$ cat src/rtl/src_stream_tx.sv
// Buffer-to-stream transmitter: reads ss+1 words per batch from a 1-cycle-latency buffer
// into a 2-entry FIFO feeding a valid/ready stream. Optional macro SRC_TX_REPEAT_EN adds nb batch repeats.
module src_stream_tx #(
  parameter int DW = 32,
  parameter int AW = 12
) (
  input  logic          clk,
  input  logic          rst_n,
  input  logic          start,
  input  logic          abort,
  input  logic [AW-1:0] ss,
`ifdef SRC_TX_REPEAT_EN
  input  logic [3:0]    nb,
`endif
  output logic          busy,
  output logic          done,
  output logic          rd_en,
  output logic [AW-1:0] rd_addr,
  input  logic [DW-1:0] rd_data,
  output logic          src_valid,
  output logic [DW-1:0] src_data,
  output logic          src_last,
  input  logic          src_ready,
  output logic [1:0]    state_dbg
);

  localparam logic [1:0] S_IDLE  = 2'd0;
  localparam logic [1:0] S_RUN   = 2'd1;
  localparam logic [1:0] S_DRAIN = 2'd2;

  logic [1:0]    state;
  logic [AW-1:0] ss_q;
  logic [AW-1:0] addr_q;
  logic [3:0]    bcnt;
  logic [3:0]    nb_q;
  logic          pend, pend_last, pend_fin;
  logic [1:0]    occ;
  logic [DW-1:0] h_data, t_data;
  logic          h_last, h_fin, t_last, t_fin;

  logic pop, push, addr_end, last_batch, space_ok, final_rd, fin_pop;

  // Stream handshake: a word moves when src_valid && src_ready; once src_valid is
  // high the word is held unchanged until accepted (abort drops it).
  assign pop        = (occ != 2'd0) && src_ready;
  assign push       = pend;
  assign addr_end   = (addr_q == ss_q);
  assign last_batch = (bcnt == nb_q);
  assign space_ok   = (({1'b0, occ} + {2'b00, pend}) - {2'b00, pop}) < 3'd2;
  assign rd_en      = (state == S_RUN) && !abort && space_ok;
  assign final_rd   = rd_en && addr_end && last_batch;
  assign fin_pop    = pop && h_fin;

  assign busy      = (state != S_IDLE);
  assign rd_addr   = addr_q;
  assign src_valid = (occ != 2'd0);
  assign src_data  = h_data;
  assign src_last  = h_last && src_valid;
  assign state_dbg = state;

  always_ff @(posedge clk or negedge rst_n) begin
    if (!rst_n) begin
      state <= S_IDLE;
      done  <= 1'b0;
    end else if (abort) begin
      state <= S_IDLE;
      done  <= 1'b0;
    end else begin
      done <= (state == S_DRAIN) && fin_pop;
      case (state)
        S_IDLE:  if (start)    state <= S_RUN;
        S_RUN:   if (final_rd) state <= S_DRAIN;
        S_DRAIN: if (fin_pop)  state <= S_IDLE;
        default: state <= S_IDLE;
      endcase
    end
  end

  always_ff @(posedge clk or negedge rst_n) begin
    if (!rst_n) begin
      ss_q   <= '0;
      addr_q <= '0;
      bcnt   <= 4'd0;
    end else if ((state == S_IDLE) && start && !abort) begin
      ss_q   <= ss;
      addr_q <= '0;
      bcnt   <= 4'd0;
    end else if (rd_en) begin
      if (addr_end) begin
        addr_q <= '0;
        bcnt   <= bcnt + 4'd1;
      end else begin
        addr_q <= addr_q + AW'(1);
      end
    end
  end

`ifdef SRC_TX_REPEAT_EN
  always_ff @(posedge clk or negedge rst_n) begin
    if (!rst_n)
      nb_q <= 4'd0;
    else if ((state == S_IDLE) && start && !abort)
      nb_q <= nb;
  end
`else
  assign nb_q = 4'd0;
`endif

  // One read is in flight per cycle; its tags say where it sits in the transfer.
  always_ff @(posedge clk or negedge rst_n) begin
    if (!rst_n) begin
      pend      <= 1'b0;
      pend_last <= 1'b0;
      pend_fin  <= 1'b0;
    end else begin
      pend      <= rd_en;
      pend_last <= addr_end;
      pend_fin  <= final_rd;
    end
  end

  always_ff @(posedge clk or negedge rst_n) begin
    if (!rst_n) begin
      occ    <= 2'd0;
      h_data <= '0;
      h_last <= 1'b0;
      h_fin  <= 1'b0;
      t_data <= '0;
      t_last <= 1'b0;
      t_fin  <= 1'b0;
    end else if (abort) begin
      occ <= 2'd0;
    end else begin
      case ({push, pop})
        2'b10: begin
          if (occ == 2'd0) begin
            h_data <= rd_data;
            h_last <= pend_last;
            h_fin  <= pend_fin;
          end else begin
            t_data <= rd_data;
            t_last <= pend_last;
            t_fin  <= pend_fin;
          end
          occ <= occ + 2'd1;
        end
        2'b01: begin
          h_data <= t_data;
          h_last <= t_last;
          h_fin  <= t_fin;
          occ    <= occ - 2'd1;
        end
        2'b11: begin
          if (occ == 2'd1) begin
            h_data <= rd_data;
            h_last <= pend_last;
            h_fin  <= pend_fin;
          end else begin
            h_data <= t_data;
            h_last <= t_last;
            h_fin  <= t_fin;
            t_data <= rd_data;
            t_last <= pend_last;
            t_fin  <= pend_fin;
          end
        end
        default: ;
      endcase
    end
  end

endmodule

$ cat config.mk
export PLATFORM = sky130hd
export DESIGN_NAME = src_stream_tx
export DESIGN_NICKNAME = d
export VERILOG_FILES = /design/src/rtl/src_stream_tx.sv
export SDC_FILE = /design/constraint.sdc
export NUM_CORES = 1
export LEC_CHECK = 0
export ABC_AREA = 1
export ABC_CLOCK_PERIOD_IN_PS = 3700
export BUFFER_PORTS_ARGS = -buffer_cell sky130_fd_sc_hd__buf_2
export CORE_MARGIN = 4
export CORE_UTILIZATION = 39
export CTS_BUF_LIST = sky130_fd_sc_hd__clkbuf_4 sky130_fd_sc_hd__clkbuf_8
export CTS_CLUSTER_DIAMETER = 40
export CTS_CLUSTER_SIZE = 10
export DETAILED_ROUTE_END_ITERATION = 8
export HOLD_SLACK_MARGIN = 0.02
export PLACE_DENSITY = 0.68
export SYNTH_ARGS = -nofsm -noshare
export SYNTH_HDL_FRONTEND = slang
export SYNTH_SLANG_ARGS = --single-unit
$ cat constraint.sdc
create_clock -name clk -period 3.7 [get_ports clk]
set_clock_uncertainty 0.1 [all_clocks]
set_input_delay 0.185 -clock clk [delete_from_list [all_inputs] [get_ports clk]]
set_output_delay 0.185 -clock clk [all_outputs]
set_load 0.1 [all_outputs]
* Yosys cells after proc, flatten, opt, wreduce, memory -nomap -nowiden
Index checks and enable logic that the tools add are counted.
Widths: inputs -> output; s select.
** Cells by class
- $add $sub $neg :: 6
- Magnitude comparators :: 1
- Equality and inequality tests :: 13
- Mux-type cells :: 32
- Bitwise logic cells :: 1
- Reduce and logical (&&, ||, !) cells :: 25
** Operators by type and width (number)
- $mux 32 :: 4
- $pmux 32 s3 :: 1
- $pmux 32 s2 :: 1
- $mux 12 :: 3
- $add 12x1->12 const B :: 1
- $eq 12x12->1 :: 1
- $mux 4 :: 3
- $logic_and 1x1->1 :: 10
- $mux 2 :: 5
- $reduce_bool 2->1 :: 5
- $mux 1 :: 9
- $ne 3x3->1 const B :: 3
- $eq 2x1->1 const B :: 3
- $eq 2x2->1 const B :: 3
- $ne 2x2->1 const B :: 3
- $pmux 1 s3 :: 2
- $pmux 2 s3 :: 1
- $reduce_and 3->1 :: 2
- $reduce_bool 3->1 :: 2
- $add 4x1->4 const B :: 1
- $logic_not 2->1 :: 2
- $logic_not 4->1 :: 1
- $pmux 1 s2 :: 2
- $pmux 2 s2 :: 1
- 9 further kinds :: 9
** Word-level totals
- Flip-flop bits (word level) :: 104
- Input port bits :: 49
- Output and inout port bits :: 51
- Word-level logic and storage cells :: 93

* Logic depth before layout (Yosys ltp)
- Word-level depth :: 10
- Mapped depth :: 18
- Depth with buffers taken out :: 18

* Worst setup path after synthesis
No wires, ideal clock.
- Path kind :: register to register
- Start point :: register occ[1]
- End point :: register state[0] (netlist: state_dbg[0])
- Setup time :: 0.130 ns
- Arrival :: 3.342 ns
- Required time :: 3.470 ns
- Setup slack :: 0.128 ns
- Stages on the path, launching flop included :: 15
- Buffers on the path :: 0
- Clock period less this slack :: 3.572 ns
- Cell sequence :: dfrtp_1 > inv_1 > ha_1 > inv_2 > nand2_4 > nor2_1 > o21ai_0 > fa_1 > inv_1 > nor2_1 > nand2_1 > inv_1 > nand3_1 > o21ai_0 > nand2_1
** On the way
- Cells in the longest elaborated chain, start to end :: 9
- Elaborated cells between the ends (all ways) :: 12
- Classes of those cells :: add/sub: 2; order compare: 1; eq/ne: 2; reduce/logical: 7
** Ends and longest elaborated chain
- from (decl) :: line 37 : logic [1:0] occ;
- from (signal assigned) :: line 145 : occ <= occ + 2'd1;
- from (signal assigned) :: line 151 : occ <= occ - 2'd1;
- $reduce_bool 2->1
- named net src_valid :: line 20 : output logic src_valid,
- $logic_and 1x1->1 :: line 45 : assign pop = (occ != 2'd0) && src_ready;
- $sub 3x1->3 :: line 49 : assign space_ok = (({1'b0, occ} + {2'b00, pend}) - {2'b00, pop}) < 3'd2;
- $lt 3x2->1 :: line 49
- $logic_and 1x1->1 :: line 50 : assign rd_en = (state == S_RUN) && !abort && space_ok;
- named net rd_en :: line 17 : output logic rd_en,
- $logic_and 1x1->1 (2 in a row) :: line 51 : assign final_rd = rd_en && addr_end && last_batch;
- $ne 3x3->1 (no source line)
- $reduce_and 3->1 (no source line)
- to (signal assigned) :: line 63 : state <= S_IDLE;
- to (signal assigned) :: line 66 : state <= S_IDLE;
- to (signal assigned) :: line 71 : S_IDLE: if (start) state <= S_RUN;
- to (decl) :: line 31 : logic [1:0] state;
The timed path passes the listed nets, and every way through them passes these cells.
A chain may end at the register's enable or synchronous reset.

* Worst setup path in the final report
- Start point :: register occ[1]
- End point :: output rd_en
** On the way
- Cells in the longest elaborated chain, start to end :: 5
- Elaborated cells between the ends (all ways) :: 6
- Classes of those cells :: add/sub: 2; order compare: 1; reduce/logical: 3
** Ends and longest elaborated chain (line)
- parallel branches: the longest is 2 deep, another holds $add 2x1->3
- $sub 3x1->3 (*) :: 49
- $lt 3x2->1 (*) :: 49
- $logic_and 1x1->1 (*) :: 50
- to (decl) :: 17
Mark *: on every way between the ends.

==> results.tsv <==
stage	metric	value	unit
run_status	outcome	finished, final reports clean	
die	Horiz. Die Dim	121	µm
final_layout	Final #Nets	735	
power	pwr/cell area	881	nW/µm²
worst_setup_path	CP dominant cell by count	inv_1	
worst_setup_path	CP required	3.41	ns
die	core region area	12600	µm²
timing	Slew @ Worst Pin	0.903	ns
timing	unrepaired setup endpoints after global routing	no	
worst_setup_path	WP depth	12	
clock_network	clock-pin slew on the worst setup and hold paths	0.12	ns
synthesis	Distinct cells, synth	28	
worst_setup_path	worst setup path class	reg -> out	
drt	via count	4297	
drt	WL/cell	14.5	µm
die	Top Ports	100	
final_layout	most frequent cells in the layout	nand2_1, dfrtp_1, buf_2	
die	row cnt	41	
place	dpl ws	0.686	ns
clock_network	clk sinks	104	
timing	Worst slew margin	0.397	
worst_setup_path	endpoint type of the worst setup path	output port	
power	Comb power frac	0.541	
worst_setup_path	critical path peak fanout	5	
global_route	grt ovf	0	
final_layout	Finished Layout Cells	857	
worst_setup_path	Worst Path Arrival	3.14	ns
global_route	largest net degree at the start of global routing	69	
power	P_leak	3.23	nW
power	proportion of power drawn by the clock network	0.130	
power	Reg power frac	0.330	
power	switching power	0.00304	W
drt	Initial DRC Count	426	
run	max cap viols	0	
power	Sw Ratio	0.546	
synthesis	area share of the leading cell type in the synthesized netlist	0.518	
synthesis	syn nets	597	
drt	DRT Wirelength	12400	µm
timing	final setup fails	0	
global_route	first-pass GRT wire length	20800	µm
timing	achievable frequency	292	MHz
worst_setup_path	Buf/Inv on CP	5	
min_path	hold crit path type	in -> async	
drt	antenna viol nets, final	0	
place	Placer Congestion	0.836	
timing	Hold WS	0.157	ns
worst_setup_path	startpoint class of the critical path	flop	
clock_network	TritonCTS clock tree	built	
die	Die Ht	121	µm
clock_network	CTS H-tree lvls	3	
clock_network	Clock Latency Late Sink	0.38	ns
drt	via/cell ratio	5.01	
synthesis	sequential area share after synthesis	0.518	
power	Pwr Total	0.00558	W
global_route	initial antenna violation count	0	
worst_setup_path	crit-path cells	inv_1, ha_1, inv_2, nand2_4, nor2_1, o21ai_0, fa_1, inv_1, nor2_1, nand2_1, inv_1, buf_2	
place	post-detail-place hpwl	8100	µm
timing	final hold violation count	0	
clock_network	Post-CTS Setup Bufs	0	
synthesis	Synth Register Bits	104	
clock_network	CTS Root Cell	clkbuf_8	
drt	DRC viols	0	
synthesis	Mapped Cells	542	
final_layout	Syn-to-layout area delta	26.1	%
synthesis	Post-Syn Area	5020	µm²
worst_setup_path	Crit-path slowest cell	fa_1	
die	Initial Utilization	0.398	
worst_setup_path	Reg2Reg Depth	15	
place	IO Port Bufs	99	
timing	Pins Over Slew Limit	0	
timing	PnR worst setup slack	0.273	ns
synthesis	syn_area_per_cell	9.26	µm²
synthesis	ranking of synthesized cells by area	dfrtp_1, nand2_1, mux2_4	
timing	fin crit period	3.43	ns
power	internal power	0.00253	W
timing	post-route setup TNS	0	ns
clock_network	number of CTS-inserted buffers	9	
timing	Period Utilization, post-route	0.926	
final_layout	commonest non-fill, non-tap cell in the layout	nand2_1	
synthesis	area leader, netlist	dfrtp_1	
global_route	vias in the first global route	4292	
final_layout	# diodes	0	
clock_network	clock buffer depth	2	
global_route	global router's overall resource usage	0.177	
worst_setup_path	slowest stage delay, CP	0.54	ns
power	VDD IR max	0.392	mV
worst_setup_path	CP delay by family, top	buffers and inverters	
final_layout	layout cells sized above 1	0.248	
synthesis	Synthesis Warnings	0	
place	placed cell count	795	
die	die footprint	14800	µm²
drt	Pre-Repair DR Iteration Count	6	
==> cell usage after synthesis <==
cell type / number
nand2_1: 134
dfrtp_1: 104
nor2_1: 63
nand3_1: 46
inv_1: 37
a31oi_1: 33
mux2_4: 28
a21oi_1: 13
buf_2: 12
clkbuf_1: 11
nand4_1: 11
mux2_2: 9
o21ai_0: 7
ha_1: 5
xnor2_1: 5
inv_2: 4
nor3_1: 4
buf_6: 3
xor2_1: 3
nand3b_1: 2
a21oi_2: 1
a31o_2: 1
fa_1: 1
nand2_2: 1
nand2_4: 1
nand3_2: 1
nand4_4: 1
o211ai_1: 1
==> routing by layer <==
layer / GRT usage / vias up / share of wire
met5: 0 / - / 0
met4: 0.0616 / 0 / 0.019
met3: 0.0443 / 21 / 0.071
met2: 0.303 / 162 / 0.49
met1: 0.216 / 2053 / 0.42
li1: - / 2061 / -
==> sequential cells by signal, summed over array words and instances (netlist names), 2 cells and up <==
name,count
src_data,32
t_data,32
rd_addr,12
ss_q,12
bcnt,4
occ,2
state_dbg,2
==> stage by stage <==
step	area (µm²)	utilization
after floorplan	5020	-
after global placement	5670	0.449
after detailed placement	5670	0.449
after CTS	6330	0.502
after global routing	6330	0.502
final	6330	0.502
==> kinds of logic after synthesis <==
group | synth area share
AND/OR/NAND/NOR | 0.224
multiplexers | 0.104
XOR/XNOR | 0.0140
AO/OA/AOI/OAI | 0.0661
buffers and inverters | 0.0576
adder cells (fa/ha/maj) | 0.0165
flip-flops | 0.518
==> power by group through the flow <==
stage               clock [W]  sequential (W)  combinational (W)
finish               0.000723         0.00184            0.00302
global route         0.000801         0.00189            0.00320
CTS                  0.000761         0.00183            0.00303
detailed placement          0         0.00185            0.00299
global placement            0         0.00183            0.00294
floorplan                   0         0.00329            0.00100
==> worst paths after layout <==
path | from | endpoint | slack, ns
setup / recovery | occ[1] | rd_en | 0.27
hold / removal | rst_n | src_data[16] | 0.16
setup reg to reg | occ[1] | bcnt[1] | 0.64
hold reg to reg | t_last | t_last | 0.41
max in group asynchronous | rst_n | rd_addr[7] | 2.43
min in group clk | src_ready | occ[1] | 0.18
==> final cells by class <==
cell class | count | area, µm²
fillers | 1175 | 6290
repair buffers | 153 | 1020
inverters | 41 | 154
flip-flops and latches | 104 | 2600
multi-input cells | 371 | 2140
clock buffers | 9 | 124
well taps | 172 | 215
clock inverters | 7 | 81.3
==> what timing repair did <==
action	in CTS	in global routing
hold buffers	46	0
gates resized for setup	0	0
endpoints found under the hold margin	106	0
No activity file was read; power rests on OpenSTA's default activity.
